$ cat config.mk
export PLATFORM = sky130hd
export DESIGN_NAME = viterbi_k3_codec
export DESIGN_NICKNAME = d
export VERILOG_FILES = /design/src/rtl/viterbi_k3_codec.sv
export SDC_FILE = /design/constraint.sdc
export NUM_CORES = 1
export LEC_CHECK = 0
export ABC_CLOCK_PERIOD_IN_PS = 12500
export CORE_ASPECT_RATIO = 1.25
export CORE_MARGIN = 2
export CORE_UTILIZATION = 34
export DETAILED_ROUTE_END_ITERATION = 16
export PLACE_DENSITY = 0.51
export RECOVER_POWER = 50
export SYNTH_ARGS = -nofsm -noshare
export SYNTH_HDL_FRONTEND = slang
export SYNTH_SLANG_ARGS = --single-unit
$ cat constraint.sdc
create_clock -name clk -period 12.5 [get_ports clk]
set_input_delay 1.875 -clock clk [delete_from_list [all_inputs] [get_ports clk]]
set_output_delay 1.875 -clock clk [all_outputs]
set_load 0.005 [all_outputs]
$ cat src/rtl/viterbi_k3_codec.sv
// Rate-1/2, K=3 (7,5) convolutional encoder plus hard-decision Viterbi decoder.
// Independent encoder and decoder paths; the decoder keeps register-exchange survivors.
module viterbi_k3_codec #(
   parameter int unsigned TB_DEPTH = 16,
   parameter int unsigned PM_W     = 8
) (
   input  logic       clk,
   input  logic       rst,
   input  logic       enc_enable_i,
   input  logic       enc_d_i,
   output logic       enc_valid_o,
   output logic [1:0] enc_d_o,
   input  logic       dec_enable_i,
   input  logic [1:0] dec_d_i,
   output logic       dec_d_o,
   output logic       dec_valid_o
);

   localparam int unsigned SW = PM_W + 1;
   localparam int unsigned CW = (TB_DEPTH > 2) ? $clog2(TB_DEPTH) : 1;
   localparam logic [CW-1:0]   FILL_MAX = CW'(TB_DEPTH - 1);
   localparam logic [PM_W-1:0] PM_INIT  = PM_W'(32);

   // ---------------- encoder ----------------
   logic [1:0] enc_state;

   always_ff @(posedge clk or posedge rst) begin
      if (rst) begin
         enc_state   <= '0;
         enc_d_o     <= '0;
         enc_valid_o <= 1'b0;
      end else if (enc_enable_i) begin
         enc_d_o     <= {enc_d_i ^ enc_state[1] ^ enc_state[0], enc_d_i ^ enc_state[0]};
         enc_state   <= {enc_d_i, enc_state[1]};
         enc_valid_o <= 1'b1;
      end else begin
         enc_valid_o <= 1'b0;
      end
   end

   // ---------------- decoder ----------------
   logic [PM_W-1:0]     pm       [4];
   logic [TB_DEPTH-1:0] surv     [4];
   logic [CW-1:0]       fill_cnt;

   logic [1:0]          bm0      [4];
   logic [1:0]          bm1      [4];
   logic [SW-1:0]       cand0    [4];
   logic [SW-1:0]       cand1    [4];
   logic [SW-1:0]       acs_pm   [4];
   logic [TB_DEPTH-1:0] acs_surv [4];
   logic [PM_W-1:0]     norm_pm  [4];
   logic [SW-1:0]       min_pm;
   logic [1:0]          best;

   // Hamming distance between the received symbol and the branch label for (pred, u).
   function automatic logic [1:0] branch_metric(input logic [1:0] rx, input logic [1:0] pred,
                                                input logic u);
      logic [1:0] exp_sym;
      logic [1:0] diff;
      exp_sym = {u ^ pred[1] ^ pred[0], u ^ pred[0]};
      diff    = rx ^ exp_sym;
      return {diff[1] & diff[0], diff[1] ^ diff[0]};
   endfunction

   always_comb begin
      for (int unsigned ns = 0; ns < 4; ns++) begin
         // ns = {u, a}; predecessors are {a,0} and {a,1}, tie keeps {a,0}
         bm0[ns]   = branch_metric(dec_d_i, {ns[0], 1'b0}, ns[1]);
         bm1[ns]   = branch_metric(dec_d_i, {ns[0], 1'b1}, ns[1]);
         cand0[ns] = {1'b0, pm[{ns[0], 1'b0}]} + SW'(bm0[ns]);
         cand1[ns] = {1'b0, pm[{ns[0], 1'b1}]} + SW'(bm1[ns]);
         if (cand1[ns] < cand0[ns]) begin
            acs_pm[ns]   = cand1[ns];
            acs_surv[ns] = {surv[{ns[0], 1'b1}][TB_DEPTH-2:0], ns[1]};
         end else begin
            acs_pm[ns]   = cand0[ns];
            acs_surv[ns] = {surv[{ns[0], 1'b0}][TB_DEPTH-2:0], ns[1]};
         end
      end

      min_pm = acs_pm[0];
      best   = 2'd0;
      for (int unsigned s = 1; s < 4; s++) begin
         if (acs_pm[s] < min_pm) begin
            min_pm = acs_pm[s];
            best   = 2'(s);
         end
      end

      for (int unsigned s = 0; s < 4; s++) begin
         norm_pm[s] = PM_W'(acs_pm[s] - min_pm);
      end
   end

   always_ff @(posedge clk or posedge rst) begin
      if (rst) begin
         pm[0] <= '0;
         pm[1] <= PM_INIT;
         pm[2] <= PM_INIT;
         pm[3] <= PM_INIT;
         for (int unsigned s = 0; s < 4; s++) begin
            surv[s] <= '0;
         end
         fill_cnt    <= '0;
         dec_d_o     <= 1'b0;
         dec_valid_o <= 1'b0;
      end else if (dec_enable_i) begin
         for (int unsigned s = 0; s < 4; s++) begin
            pm[s]   <= norm_pm[s];
            surv[s] <= acs_surv[s];
         end
         dec_d_o     <= acs_surv[best][TB_DEPTH-1];
         dec_valid_o <= (fill_cnt == FILL_MAX);
         if (fill_cnt != FILL_MAX) begin
            fill_cnt <= fill_cnt + 1'b1;
         end
      end else begin
         dec_valid_o <= 1'b0;
      end
   end

endmodule

# Word-level counts from Yosys, hierarchy flattened
# Cells that the tools add are included.
# word_totals
regBits	103
word_cells	72
out_inout_bits	5
inputBits	7
# classes
n_bitwise	15
eq_ne	2
n_lt_le_gt_ge	8
add_sub_neg	13
n_reduce_logical	1
mux	19
# ops
operator	n
$mux 16	6
$add 8x2->9	8
$lt 9x9->1	7
$mux 9	6
$bmux 16 s2	1
$sub 8x8->8	4
$mux 8	1
$xor 1x1->1	7
$add 4x1->4 const B	1
$and 1x1->1	4
$eq 4x4->1 const B	1
$mux 2	2
$ne 4x4->1 const B	1
$ge 3x3->1 const B	1
$mux 1	3
$not 2->3	1
$not 1->1	2
$not 2->2	1
$reduce_and 2->1	1

# Depth between registers and ports, before layout
# Gate-level depths: netlist (run 1).
# logic_depth
depth_word	15
mapped_depth	62
ltp_nobuf	57

# Worst setup path after synthesis (run 1)
# OpenSTA, ideal clock, no wires.
# synth_path
path_kind	input -> register
from	input port dec_d_i[0]
to	register pm[21] in the netlist's numbering
setup_slack_ns	-0.448
t_arrival_ns	12.866
required_time_ns	12.418
n_path_buf	5
setup_ns	0.082
cell_stages	56
cell_sequence	inv_1 > ha_1 > inv_1 > ha_1 > nor2b_1 > o21ai_0 > o21ai_0 > nand2_1 > nor2_1 > xor2_1 > ha_1 > nor4_1 > a2111oi_2 > or2_1 > buf_2 > nor2_4 > mux2i_1 > inv_1 > (+20 left out) > ha_1 > nor2_1 > or4b_4 > a311o_1 > a21oi_2 > buf_2 > buf_1 > a211oi_1 > a21oi_1 > ha_1 > inv_1 > a2111oi_0 > a221o_1 > nor2_1 > o311ai_1 > a21oi_1 > xnor2_1 > mux2_2
# synth_between
elab_chain_cells	12
elab_cells_between_ends	33
classes_between	add/sub: 9; order compare: 7; mux: 7; bitwise: 10
# synth_lines
element	line	source
start: declaration	14	input logic [1:0] dec_d_i,
$not 1->1 (no source line) or $not 2->2 (tied branches)	-	
$xor 1x1->1 or $and 1x1->1 (tied branches)	63	return {diff[1] & diff[0], diff[1] ^ diff[0]};
$add 8x2->9	72	cand1[ns] = {1'b0, pm[{ns[0], 1'b1}]} + SW'(bm1[ns]);
$lt 9x9->1	73	if (cand1[ns] < cand0[ns]) begin
$mux 9	73	
$lt 9x9->1	85	if (acs_pm[s] < min_pm) begin
$mux 9	85	
$lt 9x9->1	85	
$mux 9	85	
$lt 9x9->1	85	
$mux 8	85	
$sub 8x8->8 *	92	norm_pm[s] = PM_W'(acs_pm[s] - min_pm);
end signal: indexed assignment	110	pm[s] <= norm_pm[s];
end: declaration	42	logic [PM_W-1:0] pm [4];
# Mark *: on every way between the ends. The rest lies on a longest branch, timed or not.
# A chain may end at the register's enable or synchronous reset.

# Final worst setup path (run 1)
# Same ends and word-level chain as after synthesis.

==> results of run 1 <==
layer usage:
metal / vias up / track usage [%] / share of wire [%] / wire, um
met5: - / 0 / 0 / 0
met4: 0 / 9.24 / 4.3 / 1190
met3: 57 / 1.93 / 2.5 / 694
met2: 139 / 32.0 / 48 / 13200
met1: 3957 / 24.6 / 45 / 12500
li1: 4110 / - / - / -
cells in the mapped netlist, drive strengths merged (3+ instances only):
master / count
a2111oi: 8
a211oi: 13
a21boi: 3
a21o: 14
a21oi: 123
a221oi: 4
a22oi: 3
a311oi: 4
a31oi: 10
and2: 5
and3: 9
buf: 25
clkbuf: 31
dfrtp: 95
dfstp: 3
ha: 77
inv: 65
maj3: 6
mux2: 18
mux2i: 81
nand2: 87
nand2b: 10
nand3: 21
nand4: 9
nor2: 137
nor2b: 18
nor3: 16
nor3b: 3
nor4: 4
o2111ai: 6
o211a: 3
o211ai: 10
o21a: 8
o21ai: 53
o221ai: 5
o2bb2ai: 5
o31a: 4
o31ai: 4
or2: 5
or3: 4
xnor2: 52
xor2: 35
worst max-delay path: cells and delay by family:
family                   cells  cell delay [ns]
XOR/XNOR                     2             0.27
adder cells (fa/ha/maj)      8             2.05
AND/OR/NAND/NOR              9             1.68
multiplexers                 1             0.26
buffers and inverters       12             1.85
AO/OA/AOI/OAI               23             4.13
flip-flops by register name (all words and copies together), names as in the netlist:
register	cells
enc_state	2
dec_valid_o	1
pm	32
surv	55
dec_d_o	1
fill_cnt	4
enc_valid_o	1
enc_d_o	2
how the worst max path moves through the flow:
stage               cells after the start  slack (ns)  startpoint                  to
floorplan                              56        0.05  dec_d_i[0]  pm[21]$_DFFE_PP1P_
global placement                       49        0.05  dec_d_i[0]  pm[15]$_DFFE_PP0P_
detailed placement                     56       -0.11  dec_d_i[0]  pm[21]$_DFFE_PP1P_
CTS                                    56        0.25  dec_d_i[0]  pm[23]$_DFFE_PP0P_
global route                           56       -0.05  dec_d_i[0]  pm[23]$_DFFE_PP0P_
finish                                 55        0.67  dec_d_i[0]  pm[21]$_DFFE_PP1P_
through the flow:
step | cells | setup slack [ns] | utilization [%]
2_1_floorplan | 1127 | 0.0464 | -
3_3_place_gp | 1500 | 0.0549 | 37.4
3_5_place_dp | 1500 | -0.110 | 37.4
4_1_cts | 1515 | 0.246 | 38.4
5_1_grt | 1520 | -0.0470 | 39.0
6_report | 1520 | 0.665 | 39.0
cell type report:
cell class	count	area, sq um	share of cell area [%]
timing repair buffer	84	659	6.13
clock buffer	9	225	2.10
clock inverter	6	58.8	0.547
inverter	65	245	2.28
sequential	98	2460	22.8
tap	350	438	4.07
multi-input combinational	908	6670	62.0
repair_timing:
item / in CTS / in global routing
gates resized for setup: 0 / 30
buffers inserted: 0 / 5
endpoints found under the setup margin: 0 / 23
cells by family after synthesis:
family	count (synthesis)	synth area share, %
simple gates	335	16.2
compound gates	303	22.4
buf+inv	121	5.30
mux	99	11.1
flops	98	25.9
xor+xnor	88	8.34
fa+ha+maj	83	10.8
==> impl_metrics.json, run 1 <==
{
  "holdBufCountCts": 0,
  "hold_violations": 0,
  "wl_per_cell_um": 18.1,
  "drt_wl_total_um": 27600,
  "dieArea_sq_mm": 0.0293,
  "layout-drive-gt1-share_pct": 15.3,
  "relSlewSlack_pct": -128,
  "yosys.area.top_type": "dfrtp_1",
  "async_flop_share_pct": 100,
  "rows": 68,
  "cts-root-buf": "clkbuf_16",
  "clock_latency_ns": 0.36,
  "r2r_cells": 52,
  "grt_pass1_wl_um": 44600,
  "holdWs_ns": 0.487,
  "place.gp.congestion": 0.924,
  "dieWidth_um": 153,
  "r2r_start": "pm[25]$_DFFE_PP0P_",
  "tns_ns": 0,
  "final-max-slew-violation-count": 101,
  "overflow": 0,
  "status": "finished with violations",
  "required_ns": 12.80,
  "ys_top_cells_by_area": "dfrtp_1, ha_1, mux2i_1, a21oi_1, nor2_1",
  "final_cell_mix": "nor2_1, a21oi_1, dfrtp_1",
  "maxCapViolCount": 2,
  "antenna_found_initial": 0,
  "cp_max_fo": 11,
  "syn-num-nets": 1211,
  "final_area_sq_mm": 0.0107,
  "num_antenna_cells": 0,
  "finalNetCount": 1250,
  "hpwlAfterDp_um": 21400,
  "ys_seq_area_share_pct": 25.9,
  "clock-sinks": 98,
  "grt_max_degree": 91,
  "synth_edf_count": 0,
  "hold_path.startpoint": "surv[0]$_DFFE_PP0P_",
  "final_common_cell": "nor2_1",
  "critical-path-max-stage-delay_ns": 0.50,
  "syn_inst": 1127,
  "post-route-min-period_ns": 11.83,
  "clk_pin_slew_ns": 0.08,
  "via_per_inst": 5.44,
  "cts-htree-levels": 3,
  "yosysWarningCount": 0,
  "max_freq_mhz": 84.5,
  "initial_core_util_pct": 34.5,
  "start_kind": "input port",
  "drc_errors": 0,
  "synth_area_sq_mm": 0.00950,
  "violations": "max-capacitance violations, max-slew violations",
  "fill_cells": 2868,
  "core_area_sq_mm": 0.0276,
  "hold_path_class": "register to register",
  "syn_to_final_growth_pct": 13.2,
  "critPathKind": "input port to register",
  "dr.pass1.iters": 6,
  "dpl_cell_area_sq_mm": 0.0103,
  "yosysUniqueCellTypes": 99,
  "cp-end-kind": "register",
  "timing.rr.end": "pm[21]$_DFFE_PP1P_",
  "drtAntennaViolNets": 0,
  "io_pins": 12,
  "finalSetupViolations": 0,
  "worstHoldEndpoint": "surv[0]$_DFFE_PP0P_",
  "reg2reg_slack_ns": 2.51,
  "ys_ff_latch": 98,
  "crit_slowest_cell": "or4b_4",
  "synth_top_area_share_pct": 25.0,
  "portBuffers": 11,
  "clk_path_buf_depth": 2,
  "synth_flop_cell": "dfrtp_1",
  "fin_crit_sh_pct": 94.7,
  "fin_worst_skew_ns": 0.0137,
  "grtUsageTotal_pct": 19.1,
  "hold_path_depth": 1,
  "postSynthAreaPerCell_sq_um": 8.43,
  "tightest_slew_ns": 3.42,
  "num_vias": 8263,
  "arrival_ns": 12.13,
  "drtIter0Drc": 430,
  "grt_pass1_vias": 8281,
  "fp.dieH_um": 191,
  "numCtsBuffers": 9,
  "cts_tree": "done"
}
Power of run 1 is left out: the tool's default activity adds up to more than one toggle a clock period on the data nets, which glitch-free logic cannot reach.
==> inputs of run 2 (changes only) <==
DONT_BUFFER_PORTS = 1   (was default)
==> run 2 against run 1 <==
Net effect: register-to-register slack worse by 0.37 ns; non-clock buffer count is 36 lower; final cell count shrank 2.3%; design area fell by 2.8%; maximum frequency rose by 0.98%; flip-flop and latch count unchanged; utilization shrank 1.1 points; worst setup slack gained 0.11 ns; the run still ends with max-capacitance violations, max-slew violations left; worst hold slack worse by 0.012 ns; sequential share of layout area is 0.66 points higher.
==> impl_metrics.json, run 2 (synthesized netlist as in run 1, its figures left out) <==
{
  "numCtsBuffers": 9,
  "drtIter0Drc": 560,
  "dr.pass1.iters": 5,
  "critical-path-max-stage-delay_ns": 0.51,
  "overflow": 0,
  "violations": "max-capacitance violations, max-slew violations",
  "grt_max_degree": 158,
  "via_per_inst": 5.46,
  "dpl_cell_area_sq_mm": 0.0100,
  "worst-path-buf-inv": 4,
  "hold_path_class": "register to register",
  "largest-register": "surv",
  "maxCapViolCount": 2,
  "rows": 68,
  "clk_path_buf_depth": 2,
  "tightest_slew_ns": 3.06,
  "final_area_sq_mm": 0.0104,
  "cts-root-buf": "clkbuf_16",
  "final_cell_mix": "nor2_1, a21oi_1, dfrtp_1",
  "dieArea_sq_mm": 0.0293,
  "dieWidth_um": 153,
  "cp-end-kind": "register",
  "num_antenna_cells": 0,
  "grt_pass1_wl_um": 44200,
  "clock-sinks": 98,
  "finalSetupViolations": 0,
  "crit_slowest_cell": "or4b_4",
  "largest_reg_flops": 55,
  "core_area_sq_mm": 0.0276,
  "layout-drive-gt1-share_pct": 12.9,
  "wl_per_cell_um": 18.8,
  "portBuffers": 0,
  "critPathKind": "input port to register",
  "hpwlAfterDp_um": 21900,
  "antenna_found_initial": 0,
  "max_freq_mhz": 85.3,
  "drtAntennaViolNets": 0,
  "hold_violations": 0,
  "cp_top_family": "compound AO/OA/AOI/OAI gates",
  "cp_common_cell": "ha_1",
  "start_kind": "input port",
  "syn_to_final_growth_pct": 10.0,
  "fill_cells": 2869,
  "cp_max_fo": 9,
  "clk_pin_slew_ns": 0.08,
  "drt_wl_total_um": 27900,
  "cts-htree-levels": 3,
  "grtUsageTotal_pct": 19.3,
  "final-max-slew-violation-count": 101,
  "largest_registers": "surv (55), pm (32), fill_cnt (4)",
  "rsz0062_at_grt": "no",
  "io_pins": 12,
  "relSlewSlack_pct": -104,
  "initial_core_util_pct": 34.5,
  "arrival_ns": 12.01,
  "fp.dieH_um": 191,
  "required_ns": 12.79,
  "finalNetCount": 1214,
  "fin_crit_sh_pct": 93.8,
  "fin_worst_skew_ns": 0.0110,
  "place.gp.congestion": 0.939,
  "grt_pass1_vias": 7956,
  "cts_tree": "done",
  "drc_errors": 0,
  "tns_ns": 0,
  "post-route-min-period_ns": 11.72,
  "final_common_cell": "nor2_1",
  "clock_latency_ns": 0.36,
  "num_vias": 8105,
  "status": "finished with violations"
}
==> run 2: through the flow <==
step           hold WS, ns  cells  utilization [%]  setup slack, ns
6_report             0.475   1485             37.9            0.780
5_1_grt              0.512   1485             37.9           0.0614
4_1_cts              0.476   1481             37.6            0.138
3_5_place_dp         0.459   1465             36.4           -0.194
3_3_place_gp         0.452   1465             36.4           0.0482
2_1_floorplan        0.439   1127                -           0.0464
==> run 2: worst reg2reg max path: cells and delay by family, from the launching register on <==
kind                     cells  cell delay (ns)
AO/OA/AOI/OAI               23             4.96
XOR/XNOR                     3             0.59
adder cells (fa/ha/maj)      6             1.66
buffers and inverters        4             0.49
flip-flops                   1             0.52
multiplexers                 2             0.53
AND/OR/NAND/NOR             10             1.54
==> run 2: layout make-up <==
cell class                 instances  area, sq um  share of cell area, %
clock buffer                      11          253                   2.42
timing repair buffer              48          357                   3.41
sequential                        98         2460                   23.5
multi-input combinational        908         6630                   63.5
inverter                          65          245                   2.35
tap                              350          438                   4.19
clock inverter                     5         67.6                  0.647
==> run 2: final timing paths <==
path	from	endpoint	slack, ns	depth (start not counted)
worst max-delay path	dec_d_i[0]	pm[21]$_DFFE_PP1P_	0.78	49
worst min-delay path	surv[0]$_DFFE_PP0P_	surv[0]$_DFFE_PP0P_	0.47	1
max in group asynchronous	rst	pm[15]$_DFFE_PP0P_	6.96	2
worst max register to register	pm[17]$_DFFE_PP0P_	pm[21]$_DFFE_PP1P_	2.14	48
min in group asynchronous	rst	surv[5]$_DFFE_PP0P_	1.94	1
worst min register to register	surv[0]$_DFFE_PP0P_	surv[0]$_DFFE_PP0P_	0.47	1
==> run 2: routing by layer <==
metal  share of wire (%)  track usage [%]  routed length, um  vias up
met3                 2.7             2.30                765       67
met4                 6.8             12.7               1890        0
met1                  44             23.3              12200     3842
li1                    -                -                  -     4050
met5                   0                0                  0        -
met2                  47             32.5              13100      146
==> run 2: repair_timing <==
item                                   in CTS  in global routing
gates resized for setup                     0                 16
setup endpoints to repair                   0                 19
setup buffers                               0                  4
hold buffers                                0                  0
endpoints found under the hold margin       0                  0
Power of run 2 is left out for the same reason.
==> inputs of run 3 (changes only) <==
REMOVE_ABC_BUFFERS = 1   (was default)
==> run 3 against run 2 <==
Net effect: the run still ends with max-capacitance violations, max-slew violations left; wire length down 0.71%; flip-flop and latch count unchanged; via count down 0.56%; design area down 0.79%; sequential share of layout area up 0.19 points; worst setup slack worse by 0.13 ns; clock skew up 0.0062 ns; critical path type unchanged; critical endpoint is now pm[30]$_DFFE_PP0P_; highest routed layer unchanged.
==> impl_metrics.json, run 3 (synthesized netlist as in run 1, its figures left out) <==
{
  "final-max-slew-violation-count": 101,
  "fin_worst_skew_ns": 0.0172,
  "relSlewSlack_pct": -147,
  "largest-register": "surv",
  "fin_crit_sh_pct": 94.8,
  "layout-drive-gt1-share_pct": 12.4,
  "largest_registers": "surv (55), pm (32), fill_cnt (4)",
  "drc_errors": 0,
  "grt_max_degree": 158,
  "crit_slowest_cell": "or4b_4",
  "hpwlAfterDp_um": 21000,
  "drtAntennaViolNets": 0,
  "startpoint": "dec_d_i[0]",
  "hold_path_class": "register to register",
  "overflow": 0,
  "antenna_found_initial": 0,
  "dr.pass1.iters": 5,
  "fin_cells": 1478,
  "largest_reg_flops": 55,
  "tightest_slew_ns": 3.70,
  "cp_max_fo": 14,
  "drt_wl_total_um": 27700,
  "worst-path-buf-inv": 8,
  "dieWidth_um": 153,
  "status": "finished with violations",
  "place.gp.congestion": 0.930,
  "fp.dieH_um": 191,
  "io_pins": 12,
  "post-route-min-period_ns": 11.85,
  "critical-path-max-stage-delay_ns": 0.50,
  "clk_path_buf_depth": 2,
  "numCtsBuffers": 9,
  "required_ns": 12.76,
  "holdBufCountCts": 0,
  "max_freq_mhz": 84.4,
  "finalNetCount": 1207,
  "cp_top_family": "compound AO/OA/AOI/OAI gates",
  "portBuffers": 0,
  "rows": 68,
  "final_common_cell": "nor2_1",
  "grt_pass1_wl_um": 43900,
  "start_kind": "input port",
  "grtUsageTotal_pct": 19.1,
  "syn_to_final_growth_pct": 9.13,
  "num_antenna_cells": 0,
  "final_cell_mix": "nor2_1, a21oi_1, dfrtp_1",
  "r2r_start": "pm[25]$_DFFE_PP0P_",
  "cts-htree-levels": 3,
  "hold_violations": 0,
  "critPathKind": "input port to register",
  "fill_cells": 2943,
  "layout_setup_ws_ns": 0.646,
  "clock-sinks": 98,
  "num_vias": 8060,
  "arrival_ns": 12.12,
  "initial_core_util_pct": 34.5,
  "violations": "max-capacitance violations, max-slew violations",
  "wl_per_cell_um": 18.7,
  "hold_path.startpoint": "surv[0]$_DFFE_PP0P_",
  "drtIter0Drc": 437,
  "cp_common_cell": "ha_1",
  "clock_latency_ns": 0.37,
  "dieArea_sq_mm": 0.0293,
  "holdWs_ns": 0.476,
  "finalSetupViolations": 0,
  "clk_pin_slew_ns": 0.09,
  "cp-end-kind": "register",
  "via_per_inst": 5.45,
  "core_area_sq_mm": 0.0276,
  "grt_pass1_vias": 8000,
  "cts_tree": "done",
  "maxCapViolCount": 2,
  "placed_cells": 1456,
  "pre_cts_slack_ns": 0.0827,
  "tns_ns": 0,
  "cts-root-buf": "clkbuf_16"
}
-- run 3: changes by cell type in the layout (fill, tap and decap cells not counted), moves of 2 or more --
cell,change
clkbuf_8,-2
buf_4,-10
clkinvlp_4,+2
buf_6,+2
-- run 3: final cells by class --
class,count,area [sq um],share of cell area (%)
tap,350,438,4.23
multi-input combinational,909,6640,64.0
timing repair buffer,40,304,2.93
inverter,65,245,2.37
sequential,98,2460,23.7
clock inverter,7,60.1,0.579
clock buffer,9,225,2.17
-- run 3: final timing paths --
| kind | end | slack, ns | depth (start not counted) |
|---|---|---|---|
| max reg2reg | pm[30]$_DFFE_PP0P_ | 2.08 | 45 |
| min reg2reg | surv[0]$_DFFE_PP0P_ | 0.48 | 1 |
| max | pm[30]$_DFFE_PP0P_ | 0.65 | 54 |
| min in group asynchronous | fill_cnt[2]$_DFFE_PP0P_ | 1.74 | 1 |
| max in group asynchronous | surv[13]$_DFFE_PP0P_ | 6.65 | 2 |
| min | surv[0]$_DFFE_PP0P_ | 0.48 | 1 |
-- run 3: timing repair --
item,in CTS,in global routing
setup buffers,0,5
setup endpoints to repair,0,19
gates resized for setup,0,19
-- run 3: per-layer routing --
| layer | up-vias | global-route usage, % | share of wire [%] |
|---|---|---|---|
| met5 | - | 0 | 0 |
| met4 | 0 | 10.5 | 5.2 |
| met3 | 67 | 1.95 | 2.5 |
| met2 | 151 | 32.6 | 49 |
| met1 | 3821 | 23.5 | 44 |
| li1 | 4021 | - | - |
-- run 3: stage by stage --
| stage | util, % | area, sq um |
|---|---|---|
| final | 37.6 | 10400 |
| after global routing | 37.6 | 10400 |
| after CTS | 37.1 | 10200 |
| after detailed placement | 36.1 | 9950 |
| after global placement | 36.1 | 9950 |
| after floorplan | - | 9240 |
Power of run 3 is left out for the same reason.
